### config.mk
export PLATFORM = sky130hd
export DESIGN_NAME = sample_uart_framer
export DESIGN_NICKNAME = d
export VERILOG_FILES = /design/src/rtl/sample_uart_framer.sv
export SDC_FILE = /design/constraint.sdc
export NUM_CORES = 1
export LEC_CHECK = 0
export ABC_AREA = 1
export CAP_MARGIN = 20
export CORE_ASPECT_RATIO = 0.9
export CORE_UTILIZATION = 35
export CTS_BUF_LIST = sky130_fd_sc_hd__clkbuf_16
export DETAILED_ROUTE_END_ITERATION = 12
export GPL_TIMING_DRIVEN = 0
export PLACE_DENSITY = 0.68
export SYNTH_ARGS = -nofsm -noshare
export SYNTH_HDL_FRONTEND = slang
export SYNTH_SLANG_ARGS = --single-unit
### constraint.sdc
create_clock -name clk -period 2.6 [get_ports clk]
set_input_delay 0.52 -clock clk [delete_from_list [all_inputs] [get_ports clk]]
set_output_delay 0.52 -clock clk [all_outputs]
set_load 0.02 [all_outputs]
### src/rtl/sample_uart_framer.sv
// sample_uart_framer: snapshots four 16-bit channels on a sample_clk edge and streams a 20-byte frame to uart_tx
module sample_uart_framer #(
  parameter int DECIMATE = 1
) (
  input  logic        clk,
  input  logic        rst,
  input  logic        enable,
  input  logic        sample_clk,
  input  logic [15:0] sample_in0,
  input  logic [15:0] sample_in1,
  input  logic [15:0] sample_in2,
  input  logic [15:0] sample_in3,
  input  logic        tx_busy,
  output logic        tx_start,
  output logic [7:0]  tx_data,
  output logic        busy,
  output logic [15:0] frame_count,
  output logic [7:0]  dropped
);
  typedef enum logic [1:0] {IDLE, SEND, ARM, DRAIN} state_t;
  localparam logic [7:0] DMAX = 8'(DECIMATE - 1);
  state_t state_q, state_d;
  logic sample_clk_q;
  logic [7:0] decim_q, decim_d;
  logic [4:0] idx_q, idx_d;
  logic [3:0][15:0] snap_q, snap_d;
  logic tx_start_q, tx_start_d, busy_q, busy_d;
  logic [7:0] tx_data_q, tx_data_d, drop_q, drop_d;
  logic [15:0] fc_q, fc_d;
  logic edge_det, start_req, send_go, drain_go;
  logic [1:0] ch;
  logic [4:0] pos;
  logic [7:0] byte_sel;
  assign edge_det  = sample_clk & ~sample_clk_q;
  assign start_req = enable & edge_det & (decim_q == 8'd0);
  assign send_go   = (state_q == SEND) & ~tx_busy;
  assign drain_go  = (state_q == DRAIN) & ~tx_busy;
  assign ch        = idx_q < 5'd5 ? 2'd0 : idx_q < 5'd10 ? 2'd1 : idx_q < 5'd15 ? 2'd2 : 2'd3;
  assign pos       = idx_q - 5'(ch) * 5'd5;
  assign byte_sel  = pos == 5'd0 ? 8'h43 : pos == 5'd1 ? 8'h48 : pos == 5'd2 ? {6'b001100, ch} :
                     pos == 5'd3 ? snap_q[ch][15:8] : snap_q[ch][7:0];
  assign tx_start    = tx_start_q;
  assign tx_data     = tx_data_q;
  assign busy        = busy_q;
  assign frame_count = fc_q;
  assign dropped     = drop_q;
  // state register
  always_ff @(posedge clk) begin
    if (rst) state_q <= IDLE;
    else     state_q <= state_d;
  end
  // next state: one handshake per byte, ARM gives uart_tx a cycle to raise tx_busy
  always_comb begin
    state_d = state_q;
    case (state_q)
      IDLE:    state_d = start_req ? SEND : IDLE;
      SEND:    state_d = tx_busy ? SEND : ARM;
      ARM:     state_d = DRAIN;
      DRAIN:   state_d = tx_busy ? DRAIN : idx_q == 5'd19 ? IDLE : SEND;
      default: state_d = IDLE;
    endcase
  end
  // outputs and datapath next values; a start request outside IDLE is counted as dropped
  always_comb begin
    decim_d    = !enable ? 8'd0 : edge_det ? (decim_q == DMAX ? 8'd0 : decim_q + 8'd1) : decim_q;
    snap_d     = (state_q == IDLE && start_req) ? {sample_in3, sample_in2, sample_in1, sample_in0} : snap_q;
    idx_d      = state_q == IDLE ? 5'd0 : (drain_go && idx_q != 5'd19) ? idx_q + 5'd1 : idx_q;
    tx_start_d = send_go;
    tx_data_d  = send_go ? byte_sel : tx_data_q;
    fc_d       = (drain_go && idx_q == 5'd19) ? fc_q + 16'd1 : fc_q;
    drop_d     = (start_req && state_q != IDLE && drop_q != 8'hFF) ? drop_q + 8'd1 : drop_q;
    busy_d     = state_d != IDLE;
  end
  // datapath and registered outputs
  always_ff @(posedge clk) begin
    if (rst) begin
      sample_clk_q <= 1'b0;
      decim_q      <= 8'd0;
      snap_q       <= '0;
      idx_q        <= 5'd0;
      tx_start_q   <= 1'b0;
      tx_data_q    <= 8'h00;
      fc_q         <= 16'd0;
      drop_q       <= 8'd0;
      busy_q       <= 1'b0;
    end else begin
      sample_clk_q <= sample_clk;
      decim_q      <= decim_d;
      snap_q       <= snap_d;
      idx_q        <= idx_d;
      tx_start_q   <= tx_start_d;
      tx_data_q    <= tx_data_d;
      fc_q         <= fc_d;
      drop_q       <= drop_d;
      busy_q       <= busy_d;
    end
  end
endmodule

---- Word-level counts from Yosys, hierarchy flattened ----
Cells that the tools add are included.
word-level totals
  register bits after elaboration ......... 114
  output and inout bits ................... 34
  logic and storage cells ................. 67
  bits of input ports ..................... 69
operators by class
  add/sub/neg operators ................... 5
  equality and inequality tests ........... 9
  mux-type cells .......................... 15
  bitwise operators ....................... 8
  $mul .................................... 1
  magnitude comparators ................... 4
  reduce and logical (&&, ||, !) cells .... 12
operators by type and width
  kind                                                count
  2-to-1 mux 8 bit                                    5
  binary-select mux 16 bit (select 2 bit)             1
  adder 16 x 1 -> 16 bit, second input constant       1
  adder 8 x 1 -> 8 bit, second input constant         2
  2-to-1 mux 16 bit                                   1
  == test 5 x 2 -> 1 bit, second input constant       2
  < comparator 5 x 4 -> 1 bit, second input constant  2
  logical NOT 8 bit                                   1
  2-to-1 mux 2 bit                                    4
  inequality test 8 bit, second input constant        1
  case mux 2 bit (4 select lines)                     1
  adder 5 x 1 -> 5 bit, second input constant         1
  AND 1 bit                                           5
  == test 5 x 1 -> 1 bit, second input constant       1
  == test 5 bit, second input constant                1
  logical AND 1 bit                                   5
  logical NOT 5 bit                                   1
  < comparator 5 x 3 -> 1 bit, second input constant  1
  multiplier 2 x 3 -> 5 bit, second input constant    1
  inequality test 5 bit, second input constant        1
  subtractor 5 bit                                    1
  == test 2 bit, second input constant                2
  nonzero test 2 bit                                  2
  OR reduction 2 bit                                  2
  5 further kinds                                     9

---- Longest topological paths before layout ----
  depth in word-level cells ............... 11
  gate-level depth with buffers ........... 20
  depth with buffers taken out ............ 19

---- Least setup slack after synthesis ----
OpenSTA, ideal clock, no wires.
  path type ............................... reg2reg
  start ................................... register idx_q[1]
  end ..................................... register tx_data_q[0] (netlist: tx_data[0])
  data arrival time ....................... 2.546 ns
  path slack .............................. -0.069 ns
  buffers on the path ..................... 1
  clock period less this slack ............ 2.669 ns
  setup time .............................. 0.123 ns
  stages on the path, launching flop included .. 20
  data required time ...................... 2.477 ns
  path through ............................ dfxtp_1 > inv_2 > nand2_1 > nand3_4 > nand2_4 > inv_2 > buf_6 > ha_1 > inv_1 > ha_1 > o21ai_0 > nand2_1 > nand2_1 > nand3_1 > nor2_1 > nand2_1 > o21ai_0 > inv_1 > nand2_1 > a21oi_1
on the way
  longest elaborated chain between the ends .. 11
  elaborated cells between the ends (all ways) .. 18
  those cells by class .................... 1 x add/sub; 1 x mul; 3 x order compare; 3 x eq/ne; 9 x mux; 1 x reduce/logical
ends and longest elaborated chain
  what                            line  RTL
  start, declared                 25    logic [4:0] idx_q, idx_d;
  start signal, assigned          90    idx_q <= idx_d;
  < comparator 5 x 4 -> 1 bit     38    assign ch = idx_q < 5'd5 ? 2'd0 : idx_q < 5'd10 ? 2'd1 : idx_q < 5'd15 ? 2'd2 : 2'd3;
  2-to-1 mux 1 bit                38
  2-to-1 mux 2 bit (2 in series)  38
  multiplier 2 x 3 -> 5 bit       39    assign pos = idx_q - 5'(ch) * 5'd5;
  subtractor 5 bit                39
  == test 5 x 2 -> 1 bit          41    pos == 5'd3 ? snap_q[ch][15:8] : snap_q[ch][7:0];
  2-to-1 mux 8 bit                41
  2-to-1 mux 8 bit (2 in series)  40    assign byte_sel = pos == 5'd0 ? 8'h43 : pos == 5'd1 ? 8'h48 : pos == 5'd2 ? {6'b001100, ch} :
  2-to-1 mux 8 bit (*)            40
  end signal, assigned            92    tx_data_q <= tx_data_d;
  end, declared                   28    logic [7:0] tx_data_q, tx_data_d, drop_q, drop_d;
Mark *: on every way between the ends. The rest lies on a longest branch, timed or not. The select of a mux whose other input is x is not followed.
A chain may end at the register's enable or synchronous reset.

---- Worst setup path in the final report ----
  start ................................... register idx_q[3]
  end ..................................... register tx_data_q[3] (netlist: tx_data[3])
Same word-level chain as after synthesis.

==> impl_summary.log <==
INFO  metric path_delay_family = simple AND/OR/NAND/NOR gates
INFO  metric routed_via_count = 5486
INFO  metric cellPowerDensity = 594 nW/um^2
INFO  metric route.top_layer_used = met4
INFO  metric layout-drive-gt1-share = 0.127
INFO  metric vdd.ir_drop.worst = 0.400 mV
INFO  metric ys_dominant_reg_cell = sky130_fd_sc_hd__dfxtp_1
INFO  metric slowest_delay = 0.39 ns
INFO  metric synth-async-reset-ratio = 0
INFO  metric tritoncts = built
INFO  metric syn-instance-count = 779
INFO  metric crit_arrival = 2.86 ns
INFO  metric synth_area_per_cell = 7.06 um^2
INFO  metric hold_sp = snap_q[44]
INFO  metric die_area = 16200 um^2
INFO  metric route.detailed.wl_per_inst = 13.7 um
INFO  metric placement_rows = 43
INFO  metric avgViaCountPerCell = 4.87
INFO  metric end_kind = flip-flop
INFO  metric area_growth_syn_to_layout = 39.9%
INFO  metric grt_overall_usage = 0.191
INFO  metric clock_tree.htree_level_count = 4
INFO  metric total_leakage_power = 2.93 nW
INFO  metric cpMaxStageDelayCell = sky130_fd_sc_hd__dfxtp_4
INFO  metric combined_flip_flop_and_latch_cell_area = 2300 um^2
INFO  metric yosys-top-cells-area = sky130_fd_sc_hd__dfxtp_1 41%, sky130_fd_sc_hd__a21oi_1 10%, sky130_fd_sc_hd__nand2_1 8.6%
INFO  metric ys_seq_area_frac = 0.415
INFO  metric min_period_over_period = 0.991
INFO  metric worstHoldPathType = flip-flop to flip-flop
INFO  metric remaining_drc_errors = 0
INFO  metric synth_commonest_cells = 126 x sky130_fd_sc_hd__nand2_1, 125 x sky130_fd_sc_hd__inv_1, 114 x sky130_fd_sc_hd__a21oi_1, 114 x sky130_fd_sc_hd__dfxtp_1, 88 x sky130_fd_sc_hd__o21ai_0
INFO  metric die_height = 121 um
INFO  metric setup_viol = 0
INFO  metric maximum_number_of_pins_on_one_net_before_global_route_repair = 17
INFO  metric final_net_count = 994
INFO  metric wirelength_met1 = 7.19 mm
INFO  metric path_max_fanout = 8
INFO  metric tritoncts.num_buffers = 17
INFO  metric timing.critical_path.buf_inv = 3
INFO  metric criticalPathCategory = flip-flop to flip-flop
INFO  metric antenna_found_initial = 0
INFO  metric place.detailed.hpwl = 11.1 mm
INFO  metric yosys_top_cell_by_area = sky130_fd_sc_hd__dfxtp_1
INFO  metric synth.top_cell.area_share = 0.415
INFO  metric synth_area = 5500 um^2
INFO  metric timing.final.ws_setup = 0.0234 ns
INFO  metric met2_length = 6.95 mm
INFO  metric cp.required = 2.88 ns
INFO  metric routed_wirelength = 15.4 mm
INFO  metric fill_cells = 1489
INFO  metric cap_violations = 0
INFO  metric number_of_enable_type_register_cells_in_the_synthesized_netlist = 0
INFO  metric synth_cell_types = 34
INFO  metric floorplan.initialDensity = 0.358
INFO  metric synthesis.yosys.warnings = 0
INFO  metric r2r-start = idx_q[3]
INFO  metric place_worst_setup_slack = -0.341 ns
INFO  metric die-width = 134 um
INFO  metric worst_pin_slew = 0.514 ns
INFO  metric most_instantiated_library_cell_after_synthesis = sky130_fd_sc_hd__nand2_1
INFO  metric crit_path_start_kind = flip-flop
INFO  metric synth_seq_cells = 114
INFO  metric boundaryPins = 103
INFO  metric wire_length_of_the_first_global_routing_pass = 23.9 mm
INFO  metric grt-ovfl-total = 0
INFO  metric route.met3.wl = 1.00 mm
INFO  metric cts_root_buf = sky130_fd_sc_hd__clkbuf_16
INFO  metric fmax = 388 MHz
INFO  metric clkLatencyLatePin = 0.42 ns
INFO  metric postSynthNetCount = 860
INFO  metric hold_viol = 0
INFO  metric place_congestion = 0.892
INFO  metric antennaDiodeCount = 0
INFO  metric finalCriticalPeriod = 2.58 ns
INFO  metric io_buffer_count = 101
INFO  metric finalInstanceArea = 7700 um^2
INFO  metric crit_top_cell = sky130_fd_sc_hd__nand2_1
INFO  metric cts.path.max_buffers = 2
INFO  metric post-layout-total-power = 4.57 mW
INFO  metric dr.pass1.iters = 5
INFO  metric dpl-instance-area = 6770 um^2
INFO  metric drt.antenna.violating_nets = 0
INFO  metric vias_in_the_first_global_route = 4790
INFO  metric regToRegSetupSlack = 0.02 ns
INFO  metric design.core.area = 15400 um^2
INFO  metric slew_headroom = 0.657
INFO  metric max_slew_violation_total_from_the_final_report = 0
INFO  metric cts.clk_slew.worst_paths = 0.05 ns
INFO  metric dr.first_iter.drc_count = 419
INFO  metric clock_skew = 0.00844 ns
INFO  metric unrepaired_setup_endpoints_after_global_routing = yes
INFO  metric multiInputGateArea = 2770 um^2
INFO  metric clock_tree_sinks = 114
INFO  metric run_status = finished, final reports clean
INFO  metric startpoint = idx_q[3]
INFO  metric path_cells = inv_4, nor2_4, nand3_4, nand2_8, inv_6, buf_8, ha_4, fa_2, nand2_1, nand2_2, nand3_2, nand4_1, nor2_4, nand2_1, nand3_1, nand2_1, nand2_1, a21oi_1
==> timing repair <==
action / 4_1_cts / 5_1_grt
resized for setup: 28 / 37
pin swaps: 9 / 19
hold buffers: 0 / 0
endpoints found under the hold margin: 0 / 0
setup endpoints to repair: 8 / 8
buffers inserted: 7 / 7
==> power by group <==
group / internal (mW) / switching [mW]
Clock: 1.47 / 0.789
Sequential: 1.84 / 0.0403
Combinational: 0.195 / 0.234
Total: 3.51 / 1.06
==> layout make-up <==
cell class                      count  area share
Buffer                             34      0.0224
Clock buffer                       17      0.0553
Clock inverter                     13      0.0189
Inverter                          131      0.0662
Multi-Input combinational cell    500       0.360
Sequential cell                   114       0.299
Tap cell                          202      0.0328
Timing Repair Buffer              115       0.146
==> worst reg2reg max path, cell delays in order, from the launching register on <==
cell,delay (ns)
sky130_fd_sc_hd__dfxtp_4,0.39
sky130_fd_sc_hd__inv_4,0.05
sky130_fd_sc_hd__nor2_4,0.10
sky130_fd_sc_hd__nand3_4,0.10
sky130_fd_sc_hd__nand2_8,0.09
sky130_fd_sc_hd__inv_6,0.04
sky130_fd_sc_hd__buf_8,0.13
sky130_fd_sc_hd__ha_4,0.17
sky130_fd_sc_hd__fa_2,0.36
sky130_fd_sc_hd__nand2_1,0.11
sky130_fd_sc_hd__nand2_2,0.07
sky130_fd_sc_hd__nand3_2,0.10
sky130_fd_sc_hd__nand4_1,0.16
sky130_fd_sc_hd__nor2_4,0.21
sky130_fd_sc_hd__nand2_1,0.09
sky130_fd_sc_hd__nand3_1,0.09
sky130_fd_sc_hd__nand2_1,0.07
sky130_fd_sc_hd__nand2_1,0.07
sky130_fd_sc_hd__a21oi_1,0.06
==> path summary, 6_finish.rpt <==
check,to,depth (start not counted)
worst max-delay path,tx_data[3],18
worst min-delay path,snap_q[44],2
worst max register to register,tx_data[3],18
worst min register to register,snap_q[44],2
==> routing by layer <==
layer	global-route usage	up-vias
met5	0	-
met4	0.0709	0
met3	0.0414	25
met2	0.291	160
met1	0.262	2479
li1	-	2822
==> flip-flops by register name, summed over array words and instances, names as in the netlist <==
register      cells
snap_q           64
frame_count      16
tx_data           8
sample_clk_q      1
busy              1
idx_q             5
tx_start          1
decim_q           8
dropped           8
state_q           2
==> cell families (layout without fill, tap and decap cells) <==
family,after synthesis,in the layout,synth area share
xor gates and xnor gates,12,12,0.0191
adders and majority gates,12,12,0.0287
and+or+nand+nor,251,251,0.209
DFF,114,114,0.415
AOI/OAI and AO/OA,225,225,0.210
buffers and inverters,165,310,0.118
==> cell usage in the layout (no fill, tap or decap), drive strengths merged, types with 11 or more instances in the layout <==
master and count:
a21oi 115, buf 31, clkbuf 34, clkdlybuf4s50 101, dfxtp 114, ha 11, inv 130, nand2 128
nand3 46, nor2 47, nor3 13, o21ai 99
==> per-stage QoR <==
step                      instances  setup TNS, ns  hold WS, ns  utilization
after floorplan                 779              0        0.420            -
after global placement         1082          -2.26        0.435        0.440
after detailed placement       1082          -2.43        0.436        0.440
after CTS                      1119              0        0.447        0.487
after global routing           1126         -0.424        0.462        0.500
final                          1126              0        0.445        0.500
No activity file was read; power rests on OpenSTA's default activity.
